**config.mk**
```make
export PLATFORM = sky130hd
export DESIGN_NAME = pipe_skid_reg
export DESIGN_NICKNAME = d
export VERILOG_FILES = /design/src/rtl/cpu_pipe_pkg.sv /design/src/rtl/dffn_en.sv /design/src/rtl/pipe_skid_reg.sv
export SDC_FILE = /design/constraint.sdc
export NUM_CORES = 1
export LEC_CHECK = 0
export ABC_AREA = 1
export CAP_MARGIN = 15
export CORE_AREA = 2 2 58 60
export CTS_BUF_LIST = sky130_fd_sc_hd__clkbuf_2
export DETAILED_ROUTE_END_ITERATION = 16
export DIE_AREA = 0 0 60 62
export GPL_ROUTABILITY_DRIVEN = 0
export PLACE_DENSITY = 0.81
export SETUP_SLACK_MARGIN = 0.3
export SLEW_MARGIN = 15
export SYNTH_ARGS = -nofsm -noshare
export SYNTH_HDL_FRONTEND = slang
export SYNTH_SLANG_ARGS = --single-unit
```
**constraint.sdc**
```tcl
create_clock -name clk -period 2.54 [get_ports clk]
set_clock_uncertainty 0.1 [all_clocks]
set_input_delay 0.381 -clock clk [delete_from_list [all_inputs] [get_ports clk]]
set_output_delay 0.381 -clock clk [all_outputs]
set_load 0.01 [all_outputs]
```
**src/rtl/cpu_pipe_pkg.sv**
```systemverilog
// Shared definitions for CPU pipeline stage registers.
// Holds the default payload width and the skid-stage occupancy encoding.
package cpu_pipe_pkg;

  localparam int unsigned PIPE_WIDTH = 16;

  typedef enum logic [1:0] {
    EMPTY = 2'd0,
    BUSY  = 2'd1,
    FULL  = 2'd2
  } skid_state_e;

endpackage

```
**src/rtl/dffn_en.sv**
```systemverilog
// WIDTH-bit data register with write enable and synchronous active-low reset.
// The register holds its value on any cycle without a write.
module dffn_en #(
  parameter int unsigned       WIDTH   = cpu_pipe_pkg::PIPE_WIDTH,
  parameter logic [WIDTH-1:0]  RST_VAL = '0
) (
  input  logic             clk,
  input  logic             rst_n,
  input  logic             wen_i,
  input  logic [WIDTH-1:0] d_i,
  output logic [WIDTH-1:0] q_o
);

  // NOTE: reset is tested inside the posedge block, so it is synchronous.
  always_ff @(posedge clk) begin
    if (!rst_n) begin
      q_o <= RST_VAL;
    end else if (wen_i) begin
      q_o <= d_i;
    end
  end

endmodule

```
**src/rtl/pipe_skid_reg.sv**
```systemverilog
// Pipeline stage register with valid/ready handshake, flush and optional skid entry.
// SKID=1 gives a flop-driven in_ready; SKID=0 is a single entry with combinational in_ready.
module pipe_skid_reg
  import cpu_pipe_pkg::*;
#(
  parameter int unsigned      WIDTH   = PIPE_WIDTH,
  parameter logic [WIDTH-1:0] RST_VAL = '0,
  parameter bit               SKID    = 1'b1
) (
  input  logic             clk,
  input  logic             rst_n,
  input  logic             flush,
  input  logic             in_valid,
  output logic             in_ready,
  input  logic [WIDTH-1:0] in_data,
  output logic             out_valid,
  input  logic             out_ready,
  output logic [WIDTH-1:0] out_data
);

  logic             m_valid_q, m_valid_d;
  logic             s_valid_q, s_valid_d;
  logic             m_wen, s_wen, m_from_skid;
  logic [WIDTH-1:0] m_din, m_data_q, s_data_q;
  logic             accept, issue;
  skid_state_e      state;

  assign accept    = in_valid & in_ready;
  assign issue     = m_valid_q & out_ready;
  assign out_valid = m_valid_q;
  assign out_data  = m_data_q;
  assign state     = s_valid_q ? FULL : (m_valid_q ? BUSY : EMPTY);
  assign m_din     = m_from_skid ? s_data_q : in_data;

  // NOTE: every always_comb output gets a default first so no latch is inferred.
  always_comb begin
    m_valid_d   = m_valid_q;
    s_valid_d   = s_valid_q;
    m_wen       = 1'b0;
    s_wen       = 1'b0;
    m_from_skid = 1'b0;
    if (SKID) begin
      case (state)
        EMPTY: begin
          if (accept) begin
            m_wen     = 1'b1;
            m_valid_d = 1'b1;
          end
        end
        BUSY: begin
          if (accept && issue) begin
            m_wen = 1'b1;
          end else if (accept) begin
            s_wen     = 1'b1;
            s_valid_d = 1'b1;
          end else if (issue) begin
            m_valid_d = 1'b0;
          end
        end
        FULL: begin
          if (issue) begin
            m_wen       = 1'b1;
            m_from_skid = 1'b1;
            s_valid_d   = 1'b0;
          end
        end
        default: ;
      endcase
    end else begin
      if (accept) begin
        m_wen     = 1'b1;
        m_valid_d = 1'b1;
      end else if (issue) begin
        m_valid_d = 1'b0;
      end
    end
    // Squash discards the beat accepted this cycle and leaves data untouched.
    if (flush) begin
      m_valid_d = 1'b0;
      s_valid_d = 1'b0;
      m_wen     = 1'b0;
      s_wen     = 1'b0;
    end
  end

  // NOTE: sequential state uses non-blocking assignments only.
  always_ff @(posedge clk) begin
    if (!rst_n) begin
      m_valid_q <= 1'b0;
    end else begin
      m_valid_q <= m_valid_d;
    end
  end

  dffn_en #(.WIDTH(WIDTH), .RST_VAL(RST_VAL)) u_main (
    .clk   (clk),
    .rst_n (rst_n),
    .wen_i (m_wen),
    .d_i   (m_din),
    .q_o   (m_data_q)
  );

  generate
    if (SKID) begin : g_skid
      always_ff @(posedge clk) begin
        if (!rst_n) begin
          s_valid_q <= 1'b0;
        end else begin
          s_valid_q <= s_valid_d;
        end
      end

      dffn_en #(.WIDTH(WIDTH), .RST_VAL(RST_VAL)) u_skid (
        .clk   (clk),
        .rst_n (rst_n),
        .wen_i (s_wen),
        .d_i   (in_data),
        .q_o   (s_data_q)
      );

      assign in_ready = rst_n & ~s_valid_q;
    end else begin : g_noskid
      assign s_valid_q = 1'b0;
      assign s_data_q  = RST_VAL;
      assign in_ready  = rst_n & (~m_valid_q | out_ready);
    end
  endgenerate

endmodule
```
==> impl_metrics.env <==
export IMPL_grt_overflow=0
export IMPL_dieArea_um2=3720
export IMPL_fp_dieW_um=60
export IMPL_cpPeakStageDelay_ps=530
export IMPL_synth_common_cells="nand2_1 (49), nor2_1 (49), inv_1 (35)"
export IMPL_cts_max_path_buffers=2
export IMPL_std_cell_rows=21
export IMPL_hold_buffers=0
export IMPL_status="complete, no violations"
export IMPL_critical_path_top_delay_family="buffers and inverters"
export IMPL_antenna_cells=0
export IMPL_ys_ff_latch=34
export IMPL_p_sw_share_pct=26.38
export IMPL_dpl_hpwl_mm=2.322
export IMPL_wl_met2_mm=1.404
export IMPL_syn2layout_area_growth_pct=24.88
export IMPL_synth_edf_count=0
export IMPL_r2r_end="u_main.q_o[9]$_SDFFE_PN0P_"
export IMPL_vias_per_cell=4.573
export IMPL_wl_met3_um=150
export IMPL_synth_ff_type="dfxtp_1"
export IMPL_clockRootBuffer="clkbuf_2"
export IMPL_grt_pass1_wl_mm=5.630
export IMPL_drive_above_1_share_pct=6.182
export IMPL_h_tree_depth=2
export IMPL_drv_slew=0
export IMPL_yosys_warnings=0
export IMPL_drtIter0Drc=83
export IMPL_p_int_mw=0.6807
export IMPL_synth_area_leaders="dfxtp_1 (42%), nand2_1 (11%), nor2_1 (11%)"
export IMPL_core_area_um2=3179
export IMPL_cts_tree="done"
export IMPL_grt_antenna_before_repair=0
export IMPL_p_clk_share_pct=23.9
export IMPL_worstHoldEndpoint="g_skid.u_skid.q_o[6]$_SDFFE_PN0P_"
export IMPL_syn_nets=261
export IMPL_highest_layer="met4"
export IMPL_drt_antenna_violating_nets=0
export IMPL_netlist_area_leader_share_pct=41.91
export IMPL_vias=1468
export IMPL_drc_errors=0
export IMPL_placed_area_um2=1999
export IMPL_hold_viol=0
export IMPL_power_switching_mw=0.2440
export IMPL_cts_resized=0
export IMPL_cp_cell_sequence="clkdlybuf4s50_1, inv_1, nor2_1, clkdlybuf4s50_1"
export IMPL_worstReg2RegStart="s_valid_q$_SDFFE_PP0P_"
export IMPL_wl_met1_mm=1.656
export IMPL_synth_area_um2=1624
export IMPL_p_per_area_nw_per_um2=455.9
export IMPL_wirelength_mm=3.281
export IMPL_power_leakage_nw=0.9161
export IMPL_final_cell_area_um2=2028
export IMPL_vdd_drop_max_uv=314.5
export IMPL_clock_latency_ps=380
export IMPL_first_global_vias=1333
export IMPL_ys_seq_area_share_pct=41.91
export IMPL_die_h_um=62
export IMPL_nets=297
export IMPL_start_util_pct=51.08
export IMPL_synthCells=240
export IMPL_avgSynthCellArea_um2=6.767
export IMPL_start_kind="primary input"
export IMPL_seqPwrFrac_pct=60.2
export IMPL_period_minus_slack_ps=1989
export IMPL_synth_async_reset_ratio_pct=0
export IMPL_setup_worst_path_class="in -> out"
export IMPL_grt_max_degree=33
export IMPL_min_path_type="reg -> reg"
export IMPL_tns_ps=0
export IMPL_grt_usage_pct=20.04
export IMPL_critical_path_slowest_cell="clkdlybuf4s50_1"
export IMPL_synth_area_leader_cell="dfxtp_1"
export IMPL_maxCapViolCount=0
export IMPL_cpMostUsedCell="clkdlybuf4s50_1"
export IMPL_post_cts_buffers=0
export IMPL_reg2reg_depth=5
export IMPL_required_ps=2060
export IMPL_numPortBuffers=38
export IMPL_dr_pass1_iters=4
export IMPL_synth_cell_types=19
export IMPL_wl_per_cell_um=10.22
export IMPL_clock_sinks=34
export IMPL_endpoint_kind="output pin"
export IMPL_worst_slew_pin_slew_ps=545.6
export IMPL_ioPinCount=39
export IMPL_combPwrFrac_pct=15.9
export IMPL_worstHoldStart="g_skid.u_skid.q_o[6]$_SDFFE_PN0P_"
export IMPL_cts_buffers=5
export IMPL_crit_fanout=2
export IMPL_setup_violations=0
export IMPL_hold_depth=2
export IMPL_rrSetupSlack_ps=920
export IMPL_rsz0062_at_grt="no"
export IMPL_max_slew_margin_pct=63.54
export IMPL_crit_buf_inv=3
export IMPL_finalCritPeriodShare_pct=78.31
export IMPL_arrival_ps=1510
export IMPL_clk_pin_slew_ps=150
export IMPL_fmax_ghz=0.5028
## sequential cells by signal (all words and copies together), names as in the netlist
signal / count
out_valid: 1
u_main.q_o: 16
g_skid.u_skid.q_o: 16
s_valid_q: 1
## final cells by class
type	instances	area, µm²
clock buffers	5	25.02
multi-input cells	157	715.7
inverters	36	135.1
clock inverters	1	3.754
fillers	292	1151
repair buffers	42	410.4
flip-flops and latches	34	680.7
well taps	46	57.56
## worst min-delay path: stages, from the launching register on
cell     delay [ps]
dfxtp_1         360
o21ai_1          70
nor2_1           70
## worst max-delay path by stage
stage | from | slack (ps) | to | cells after the start
after floorplan | rst_n | 1010 | in_ready | 4
after global placement | rst_n | 520 | u_main.q_o[14]$_SDFFE_PN0P_ | 6
after detailed placement | rst_n | 490 | u_main.q_o[2]$_SDFFE_PN0P_ | 6
after CTS | rst_n | 540 | in_ready | 4
after global routing | rst_n | 500 | in_ready | 4
final | rst_n | 550 | in_ready | 4
## layer usage
| layer | track usage (%) | vias to the layer above |
|---|---|---|
| met1 | 27.59 | 617 |
| met5 | 0 | - |
| met4 | 9.524 | 0 |
| met2 | 30.43 | 38 |
| li1 | - | 806 |
| met3 | 3.727 | 7 |
## metrics by stage
stage | cells | setup WS [ps] | total power, mW | util, % | hold WS, ps
2_1_floorplan | 240 | 1013 | 0.6399 | - | 361.9
3_3_place_gp | 315 | 517.0 | 0.7147 | 62.89 | 380.9
3_5_place_dp | 315 | 488.2 | 0.7154 | 62.89 | 385.4
4_1_cts | 321 | 540.9 | 0.9305 | 63.79 | 423.3
5_1_grt | 321 | 504.9 | 0.9732 | 63.79 | 444.9
6_report | 321 | 551.0 | 0.9247 | 63.79 | 418.4
## logic make-up (layout without fill, tap and decap cells)
group,count (synthesis),in the layout,share of synthesized area [%]
AND/OR/NAND/NOR,121,121,32.59
flip-flops,34,34,41.91
AO/OA/AOI/OAI,36,36,11.48
buffers and inverters,49,84,14.02
## power groups by stage
stage	Clock, mW	Sequential [mW]	Combinational, mW
3_5_place_dp	0	0.569	0.147
2_1_floorplan	0	0.575	0.0646
4_1_cts	0.226	0.557	0.147
6_report	0.221	0.557	0.147
5_1_grt	0.248	0.560	0.165
3_3_place_gp	0	0.568	0.146
## cell usage in the layout (no fill, tap or decap), types with 2 or more instances in the layout
master           netlist  final
nand3_4                2      2
nand2_1               49     49
o21ai_0               21     21
dfxtp_1               34     34
nor3_1                16     16
nor2_1                49     49
nor2_4                 2      2
clkdlybuf4s50_1        0     38
clkbuf_2               0      5
buf_4                  0      4
o21ai_1               12     12
inv_1                 35     35
(Power assumes the default switching activity.)
